==> src/rtl/life_engine_if.sv <==
// Bus between the life engine and its double-buffered line store, plus the
// control/status signals seen by the host.
interface life_engine_if #(
  parameter int ADDR_SIZE  = 32,
  parameter int LINE_WIDTH = 8
);
  logic                  start_in;
  logic [ADDR_SIZE-1:0]  addr_logic_r;
  logic [LINE_WIDTH-1:0] data_logic_r;
  logic [ADDR_SIZE-1:0]  addr_logic_w;
  logic [LINE_WIDTH-1:0] data_logic_w;
  logic                  wr_en_out;
  logic                  swap_out;
  logic                  busy_out;
  logic [15:0]           gen_count_out;

  modport master (
    output start_in, data_logic_r,
    input  addr_logic_r, addr_logic_w, data_logic_w,
    input  wr_en_out, swap_out, busy_out, gen_count_out
  );

  modport slave (
    input  start_in, data_logic_r,
    output addr_logic_r, addr_logic_w, data_logic_w,
    output wr_en_out, swap_out, busy_out, gen_count_out
  );
endinterface

==> src/rtl/life_engine.sv <==
// Computes one Game-of-Life generation on a toroidal board, streaming lines
// through a three-line window from the read buffer into the write buffer.
module life_engine #(
  parameter int ADDR_SIZE  = 32,
  parameter int LINE_WIDTH = 8,
  parameter int NUM_ROWS   = 8
) (
  input logic          clk_in,
  input logic          rst_in,
  life_engine_if.slave bus
);

  localparam logic [ADDR_SIZE-1:0] LAST_ROW = ADDR_SIZE'(NUM_ROWS - 1);

  typedef enum logic [2:0] {
    IDLE   = 3'd0,
    PRIME0 = 3'd1,
    PRIME1 = 3'd2,
    PRIME2 = 3'd3,
    RUN    = 3'd4,
    DONE   = 3'd5
  } state_t;

  state_t                state_r;
  state_t                state_s;
  logic [ADDR_SIZE-1:0]  k_r;
  logic [ADDR_SIZE-1:0]  rd_addr_r;
  logic [ADDR_SIZE-1:0]  rd_addr_inc_s;
  logic [ADDR_SIZE-1:0]  wr_addr_hold_r;
  logic [LINE_WIDTH-1:0] top_r;
  logic [LINE_WIDTH-1:0] mid_r;
  logic [LINE_WIDTH-1:0] wr_data_hold_r;
  logic [LINE_WIDTH-1:0] next_line_s;
  logic [15:0]           gen_count_r;
  logic                  last_row_s;

  // Next state of one line from its upper, own and lower neighbours (both axes wrap).
  function automatic logic [LINE_WIDTH-1:0] life_next(
    input logic [LINE_WIDTH-1:0] top,
    input logic [LINE_WIDTH-1:0] mid,
    input logic [LINE_WIDTH-1:0] bot
  );
    logic [LINE_WIDTH-1:0] res;
    logic [3:0]            cnt;
    int                    l;
    int                    r;
    res = '0;
    for (int i = 0; i < LINE_WIDTH; i++) begin
      l = (i == 0) ? LINE_WIDTH - 1 : i - 1;
      r = (i == LINE_WIDTH - 1) ? 0 : i + 1;
      cnt = 4'(top[l]) + 4'(top[i]) + 4'(top[r]) +
            4'(mid[l]) + 4'(mid[r]) +
            4'(bot[l]) + 4'(bot[i]) + 4'(bot[r]);
      res[i] = (cnt == 4'd3) || (mid[i] && (cnt == 4'd2));
    end
    return res;
  endfunction

  assign last_row_s    = (k_r == LAST_ROW);
  assign rd_addr_inc_s = (rd_addr_r == LAST_ROW) ? '0 : rd_addr_r + ADDR_SIZE'(1);
  assign next_line_s   = life_next(top_r, mid_r, bus.data_logic_r);

  // State register.
  always_ff @(posedge clk_in) begin
    if (rst_in) begin
      state_r <= IDLE;
    end else begin
      state_r <= state_s;
    end
  end

  // Next-state logic; start is only honoured while idle.
  always_comb begin
    state_s = state_r;
    case (state_r)
      IDLE:    if (bus.start_in) state_s = PRIME0; else state_s = IDLE;
      PRIME0:  state_s = PRIME1;
      PRIME1:  state_s = PRIME2;
      PRIME2:  state_s = RUN;
      RUN:     if (last_row_s) state_s = DONE; else state_s = RUN;
      DONE:    state_s = IDLE;
      default: state_s = IDLE;
    endcase
  end

  // Read pointer, line window, row counter, write hold registers and generation count.
  always_ff @(posedge clk_in) begin
    if (rst_in) begin
      k_r            <= '0;
      rd_addr_r      <= '0;
      wr_addr_hold_r <= '0;
      wr_data_hold_r <= '0;
      top_r          <= '0;
      mid_r          <= '0;
      gen_count_r    <= 16'd0;
    end else begin
      case (state_r)
        IDLE: begin
          if (bus.start_in) rd_addr_r <= LAST_ROW;
          else              rd_addr_r <= rd_addr_r;
        end
        PRIME0: begin
          rd_addr_r <= rd_addr_inc_s;
        end
        PRIME1, PRIME2: begin
          rd_addr_r <= rd_addr_inc_s;
          top_r     <= mid_r;
          mid_r     <= bus.data_logic_r;
        end
        RUN: begin
          top_r          <= mid_r;
          mid_r          <= bus.data_logic_r;
          wr_addr_hold_r <= k_r;
          wr_data_hold_r <= next_line_s;
          // The row counter wraps by compare-and-reset so the next run starts at 0.
          if (last_row_s) begin
            k_r <= '0;
          end else begin
            k_r       <= k_r + ADDR_SIZE'(1);
            rd_addr_r <= rd_addr_inc_s;
          end
        end
        DONE: begin
          gen_count_r <= gen_count_r + 16'd1;
        end
        default: begin
          k_r <= '0;
        end
      endcase
    end
  end

  assign bus.addr_logic_r  = rd_addr_r;
  assign bus.addr_logic_w  = (state_r == RUN) ? k_r : wr_addr_hold_r;
  assign bus.data_logic_w  = (state_r == RUN) ? next_line_s : wr_data_hold_r;
  assign bus.wr_en_out     = (state_r == RUN);
  assign bus.swap_out      = (state_r == DONE);
  assign bus.busy_out      = (state_r != IDLE);
  assign bus.gen_count_out = gen_count_r;

endmodule

==> src/flat_wrapper.sv <==
// flat-port wrapper written by rule: the top's interface ports become plain ports
module life_engine_flat 
#(
  parameter int ADDR_SIZE  = 32,
  parameter int LINE_WIDTH = 8,
  parameter int NUM_ROWS   = 8
)
  (clk_in, rst_in, bus_start_in, bus_data_logic_r, bus_addr_logic_r, bus_addr_logic_w, bus_data_logic_w, bus_wr_en_out, bus_swap_out, bus_busy_out, bus_gen_count_out);
  life_engine_if #(.ADDR_SIZE(ADDR_SIZE), .LINE_WIDTH(LINE_WIDTH)) bus_i ();
  input logic clk_in;
  input logic rst_in;
  input wire logic [$bits(bus_i.start_in)-1:0] bus_start_in;
  input wire logic [$bits(bus_i.data_logic_r)-1:0] bus_data_logic_r;
  output wire logic [$bits(bus_i.addr_logic_r)-1:0] bus_addr_logic_r;
  output wire logic [$bits(bus_i.addr_logic_w)-1:0] bus_addr_logic_w;
  output wire logic [$bits(bus_i.data_logic_w)-1:0] bus_data_logic_w;
  output wire logic [$bits(bus_i.wr_en_out)-1:0] bus_wr_en_out;
  output wire logic [$bits(bus_i.swap_out)-1:0] bus_swap_out;
  output wire logic [$bits(bus_i.busy_out)-1:0] bus_busy_out;
  output wire logic [$bits(bus_i.gen_count_out)-1:0] bus_gen_count_out;
  assign bus_i.start_in = bus_start_in;
  assign bus_i.data_logic_r = bus_data_logic_r;
  assign bus_addr_logic_r = bus_i.addr_logic_r;
  assign bus_addr_logic_w = bus_i.addr_logic_w;
  assign bus_data_logic_w = bus_i.data_logic_w;
  assign bus_wr_en_out = bus_i.wr_en_out;
  assign bus_swap_out = bus_i.swap_out;
  assign bus_busy_out = bus_i.busy_out;
  assign bus_gen_count_out = bus_i.gen_count_out;
  life_engine #(.ADDR_SIZE(ADDR_SIZE), .LINE_WIDTH(LINE_WIDTH), .NUM_ROWS(NUM_ROWS)) u_core (.clk_in(clk_in), .rst_in(rst_in), .bus(bus_i));
endmodule
==> config.mk <==
export PLATFORM = sky130hd
export DESIGN_NAME = life_engine_flat
export DESIGN_NICKNAME = d
export VERILOG_FILES = /design/src/rtl/life_engine_if.sv /design/src/rtl/life_engine.sv /design/src/flat_wrapper.sv
export SDC_FILE = /design/constraint.sdc
export NUM_CORES = 1
export LEC_CHECK = 0
export CAP_MARGIN = 20
export CORE_MARGIN = 5
export CORE_UTILIZATION = 40
export DETAILED_ROUTE_END_ITERATION = 8
export PLACE_DENSITY = 0.73
export SLEW_MARGIN = 20
export SYNTH_ARGS = -nofsm -noshare
export SYNTH_HDL_FRONTEND = slang
export SYNTH_SLANG_ARGS = --single-unit
export TNS_END_PERCENT = 5
==> constraint.sdc <==
create_clock -name clk_in -period 6.3 [get_ports clk_in]
set_input_delay 1.26 -clock clk_in [delete_from_list [all_inputs] [get_ports clk_in]]
set_output_delay 1.26 -clock clk_in [all_outputs]
set_load 0.01 [all_outputs]
==> metrics.log <==
INFO  metric outcome = finished, final reports clean
INFO  metric finalCoreUtilization = 0.493
INFO  metric cp_slowest_cell = sky130_fd_sc_hd__clkdlybuf4s50_1
INFO  metric cap_violations = 0
INFO  metric global_route.usage.total = 0.177
INFO  metric ctsRootBufferMaster = sky130_fd_sc_hd__clkbuf_16
INFO  metric groute.layer.met2.usage = 0.276
INFO  metric grt_first_pass_wirelength = 35.1 mm
INFO  metric met1_usage = 0.245
INFO  metric relSlewSlack = 0.265
INFO  metric cts_tree = done
INFO  metric final_min_period_over_clock_period = 0.975
INFO  metric power_leakage = 0.00381 uW
INFO  metric fin_total_pwr = between 2000 and 2500 uW
INFO  metric yosys_warnings = 0
INFO  metric cp_slowest_stage_delay = 0.59 ns
INFO  metric ant_nets = 0
INFO  metric synth_largest_area_cell = sky130_fd_sc_hd__dfxtp_1
INFO  metric num_antenna_cells = 0
INFO  metric critical_path.cell_chain = clkdlybuf4s50_1 -> inv_1 -> fa_1 -> fa_1 -> inv_1 -> fa_1 -> inv_1 -> fa_1 -> a2111oi_0 -> a21oi_1 -> o41ai_2 -> clkdlybuf4s50_1
INFO  metric detail_route.first_pass.iterations = 5
INFO  metric tightest_pin_transition = between 1 and 1.5 ns
INFO  metric p_per_area = roughly 230 mW/mm^2
INFO  metric setup_violations_final = 0
INFO  metric cts_buffer_depth = 2
INFO  metric final_hold_viol_count = 0
INFO  metric syn_nets = 1065
INFO  metric globalRoute.totalOverflow = 0
INFO  metric numPortBuffers = ~100
INFO  metric design.die.area = 0.0231 sq mm
INFO  metric synth-edff-count = 0
INFO  metric yosysTopAreaCellShare = 0.345
INFO  metric pin_count = roughly 100
INFO  metric startpoint_type = input pin
INFO  metric clkTransAtPathRegs = roughly 0.060 ns
INFO  metric worst_hold_slack = 0.460 ns
INFO  metric cp_data_arrival_time = slightly below 5 ns
INFO  metric worst_clock_skew = about 0.011 ns
INFO  metric detail_route.wirelength = 20.7 mm
INFO  metric complex_gate_fraction_of_the_synthesized_area = 0.188
INFO  metric global_route.peak_usage_layer = met2
INFO  metric detail_route.vias_per_cell = 5.49
INFO  metric placementRows = 52
INFO  metric maximum_number_of_pins_on_one_net_before_global_route_repair = 55
INFO  metric worst_hold_startpoint = u_core.wr_addr_hold_r[28]
INFO  metric initial_utilization = 0.402
INFO  metric synth_seq_cells = approximately 140
INFO  metric route.vias.total = 7416
INFO  metric synth_cell_type_count = 62
INFO  metric global_routing_usage_on_met3 = 0.0367
INFO  metric area_taken_by_flip_flops_and_latches = approximately 0.0028 sq mm
INFO  metric post_synth_xor_area_fraction = 0.0152
INFO  metric vdd_drop_max = approximately 0.21 mV
INFO  metric cp.depth = 12
INFO  metric required = 5.04 ns
INFO  metric critPathTopFamily = adder cells
INFO  metric dr.first_iter.drc_count = 643
INFO  metric fraction_of_registers_with_async_set_or_reset_after_synthesis = 0
INFO  metric synth.cells.most_frequent = 176 x sky130_fd_sc_hd__nand2_1, 139 x sky130_fd_sc_hd__dfxtp_1, 92 x sky130_fd_sc_hd__a21oi_1
INFO  metric die_y = between 150 and 200 microns
INFO  metric yosys.cell_count.top_type = sky130_fd_sc_hd__nand2_1
INFO  metric initial_antenna_violation_count = 0
INFO  metric numCtsBuffers = 17
INFO  metric place_inst = around 1300
INFO  metric critical-path-top-cell-by-count = sky130_fd_sc_hd__fa_1
INFO  metric final_min_period = around 6.1 ns
INFO  metric critPathBufInv = 5
INFO  metric drive_gt1_frac = 0.0759
INFO  metric die_width = 152 microns
INFO  metric synth_seq_area_share = 0.345
INFO  metric post_synth_mux_area_share = 0.00124
INFO  metric setup.worst_path.class = input pin to output pin
INFO  metric area_of_combinational_cells_with_multiple_inputs = between 0.004 and 0.005 sq mm
INFO  metric core = 0.0200 sq mm
INFO  metric finish.net_count = approximately 1100
INFO  metric max_clock_freq = around 160 MHz
INFO  metric biggest_area_contributors_in_the_synthesized_netlist = sky130_fd_sc_hd__dfxtp_1 35%, sky130_fd_sc_hd__nand2_1 8.2%, sky130_fd_sc_hd__fa_1 7.9%
INFO  metric syn-cell-area = around 0.008 sq mm
INFO  metric number_of_global_route_vias_before_repair = ~7000
INFO  metric worstHoldPathCells = 2
INFO  metric route.detailed.drc = 0
INFO  metric synth-adder-area-share = 0.121
INFO  metric worstReg2RegStart = u_core.top_r[5]
INFO  metric min_path_type = register to register
INFO  metric n_fill_cell = between 1500 and 2000
INFO  metric globalplace.congestion = 0.844
INFO  metric postSynth.topFlopCell = sky130_fd_sc_hd__dfxtp_1
INFO  metric ctsHtreeMaxLevel = 4
INFO  metric synth_simple_gate_area_share = 0.257
INFO  metric synthToLayoutAreaGrowth = 22.5%
INFO  metric main_combinational_cell_family_by_area_after_synthesis = simple AND/OR/NAND/NOR gates
INFO  metric crit_path_max_fanout = 3
INFO  metric synth_cells = about 1000
INFO  metric finish.cell_count_without_fillers = around 1400
INFO  metric element_type_at_the_critical_path_end = output pin
INFO  metric launch_point_of_the_critical_path = bus_data_logic_r[4]
INFO  metric clock_insertion_delay_worst_skew = around 0.43 ns
INFO  metric timing_max_transition_violations_final = 0
INFO  metric detailedPlacementHpwl = 14.0 mm
INFO  metric setup_tns = 0 ns
INFO  metric syn_avg_cell_area = a little over 8 sq um
INFO  metric postCtsSetupRepairBufs = 0
INFO  metric clock_sinks = 139
INFO  metric route.detailed.wl_per_inst = roughly 15 microns
INFO  metric reg2reg_depth = 12
what timing repair did:
| item | CTS | global route |
|---|---|---|
| resized for setup | 0 | 7 |
| endpoints found under the setup margin | 0 | 6 |
| hold buffers | 0 | 0 |
per-stage QoR:
step	area (sq um)	setup WS [ns]
after floorplan	8060	1.18
after global placement	9220	0.106
after detailed placement	9220	0.0935
after CTS	9820	0.0843
after global routing	9880	-0.00808
final	9880	0.159
placed cells by master (no fill, tap or decap), types with 16 or more instances in the layout:
master,synthesis,routed
sky130_fd_sc_hd__a21oi_1,92,91
sky130_fd_sc_hd__a31oi_1,16,16
sky130_fd_sc_hd__and2_1,18,18
sky130_fd_sc_hd__and3_1,16,16
sky130_fd_sc_hd__clkbuf_16,0,17
sky130_fd_sc_hd__clkdlybuf4s50_1,0,99
sky130_fd_sc_hd__dfxtp_1,139,139
sky130_fd_sc_hd__fa_1,32,32
sky130_fd_sc_hd__ha_1,27,27
sky130_fd_sc_hd__inv_1,76,76
sky130_fd_sc_hd__nand2_1,176,176
sky130_fd_sc_hd__nand3_1,36,36
sky130_fd_sc_hd__nand4_1,18,18
sky130_fd_sc_hd__nor2_1,57,57
sky130_fd_sc_hd__nor3_1,19,19
sky130_fd_sc_hd__o21ai_0,31,31
layout make-up:
type	instances	share of cell area
Timing Repair Buffer	114	0.112
Clock buffer	19	0.0448
Multi-Input combinational cell	719	0.481
Clock inverter	12	0.0161
Inverter	78	0.0296
Sequential cell	139	0.282
Tap cell	270	0.0342
cells by family (layout without fill, tap and decap cells):
group / after synthesis / after routing
xor gates and xnor gates: 14 / 14
and+or+nand+nor: 417 / 417
adders and majority gates: 59 / 59
buffers and inverters: 137 / 223
DFF: 139 / 139
AOI/OAI and AO/OA: 228 / 228
muxes: 1 / 1
flip-flops by register name, indices dropped and copies added, names as in the netlist:
register	count
u_core.bus.gen_count_out	16
u_core.state_r	3
u_core.top_r	8
u_core.wr_addr_hold_r	32
u_core.wr_data_hold_r	8
u_core.bus.addr_logic_r	32
u_core.mid_r	8
u_core.k_r	32
routing by layer:
metal / up-vias / routed length, microns
met3: 27 / 1080
met4: 0 / 357
li1: 3653 / -
met1: 3513 / 9690
met5: - / 0
met2: 223 / 9580
worst register-to-register path, cell delays in order (launching register included):
cell,delay [ns]
sky130_fd_sc_hd__dfxtp_1,0.43
sky130_fd_sc_hd__ha_1,0.27
sky130_fd_sc_hd__inv_1,0.08
sky130_fd_sc_hd__fa_1,0.43
sky130_fd_sc_hd__fa_1,0.44
sky130_fd_sc_hd__inv_1,0.08
sky130_fd_sc_hd__fa_1,0.18
sky130_fd_sc_hd__inv_1,0.05
sky130_fd_sc_hd__fa_1,0.37
sky130_fd_sc_hd__a2111oi_0,0.35
sky130_fd_sc_hd__a21oi_1,0.11
sky130_fd_sc_hd__o41ai_2,0.34
sky130_fd_sc_hd__and2_1,0.19
report_power, final:
part	switching [uW]	internal, uW	total, uW
logic	192	111	302
registers	22.6	891	914
clock network	401	635	1040
total	616	1640	2250
final timing paths:
| check | end | slack [ns] |
|---|---|---|
| min | u_core.wr_addr_hold_r[28] | 0.46 |
| max | bus_data_logic_w[5] | 0.16 |
| max reg2reg | u_core.wr_data_hold_r[6] | 2.93 |
| min reg2reg | u_core.wr_addr_hold_r[28] | 0.46 |
Power figures use the tool's default switching activity.
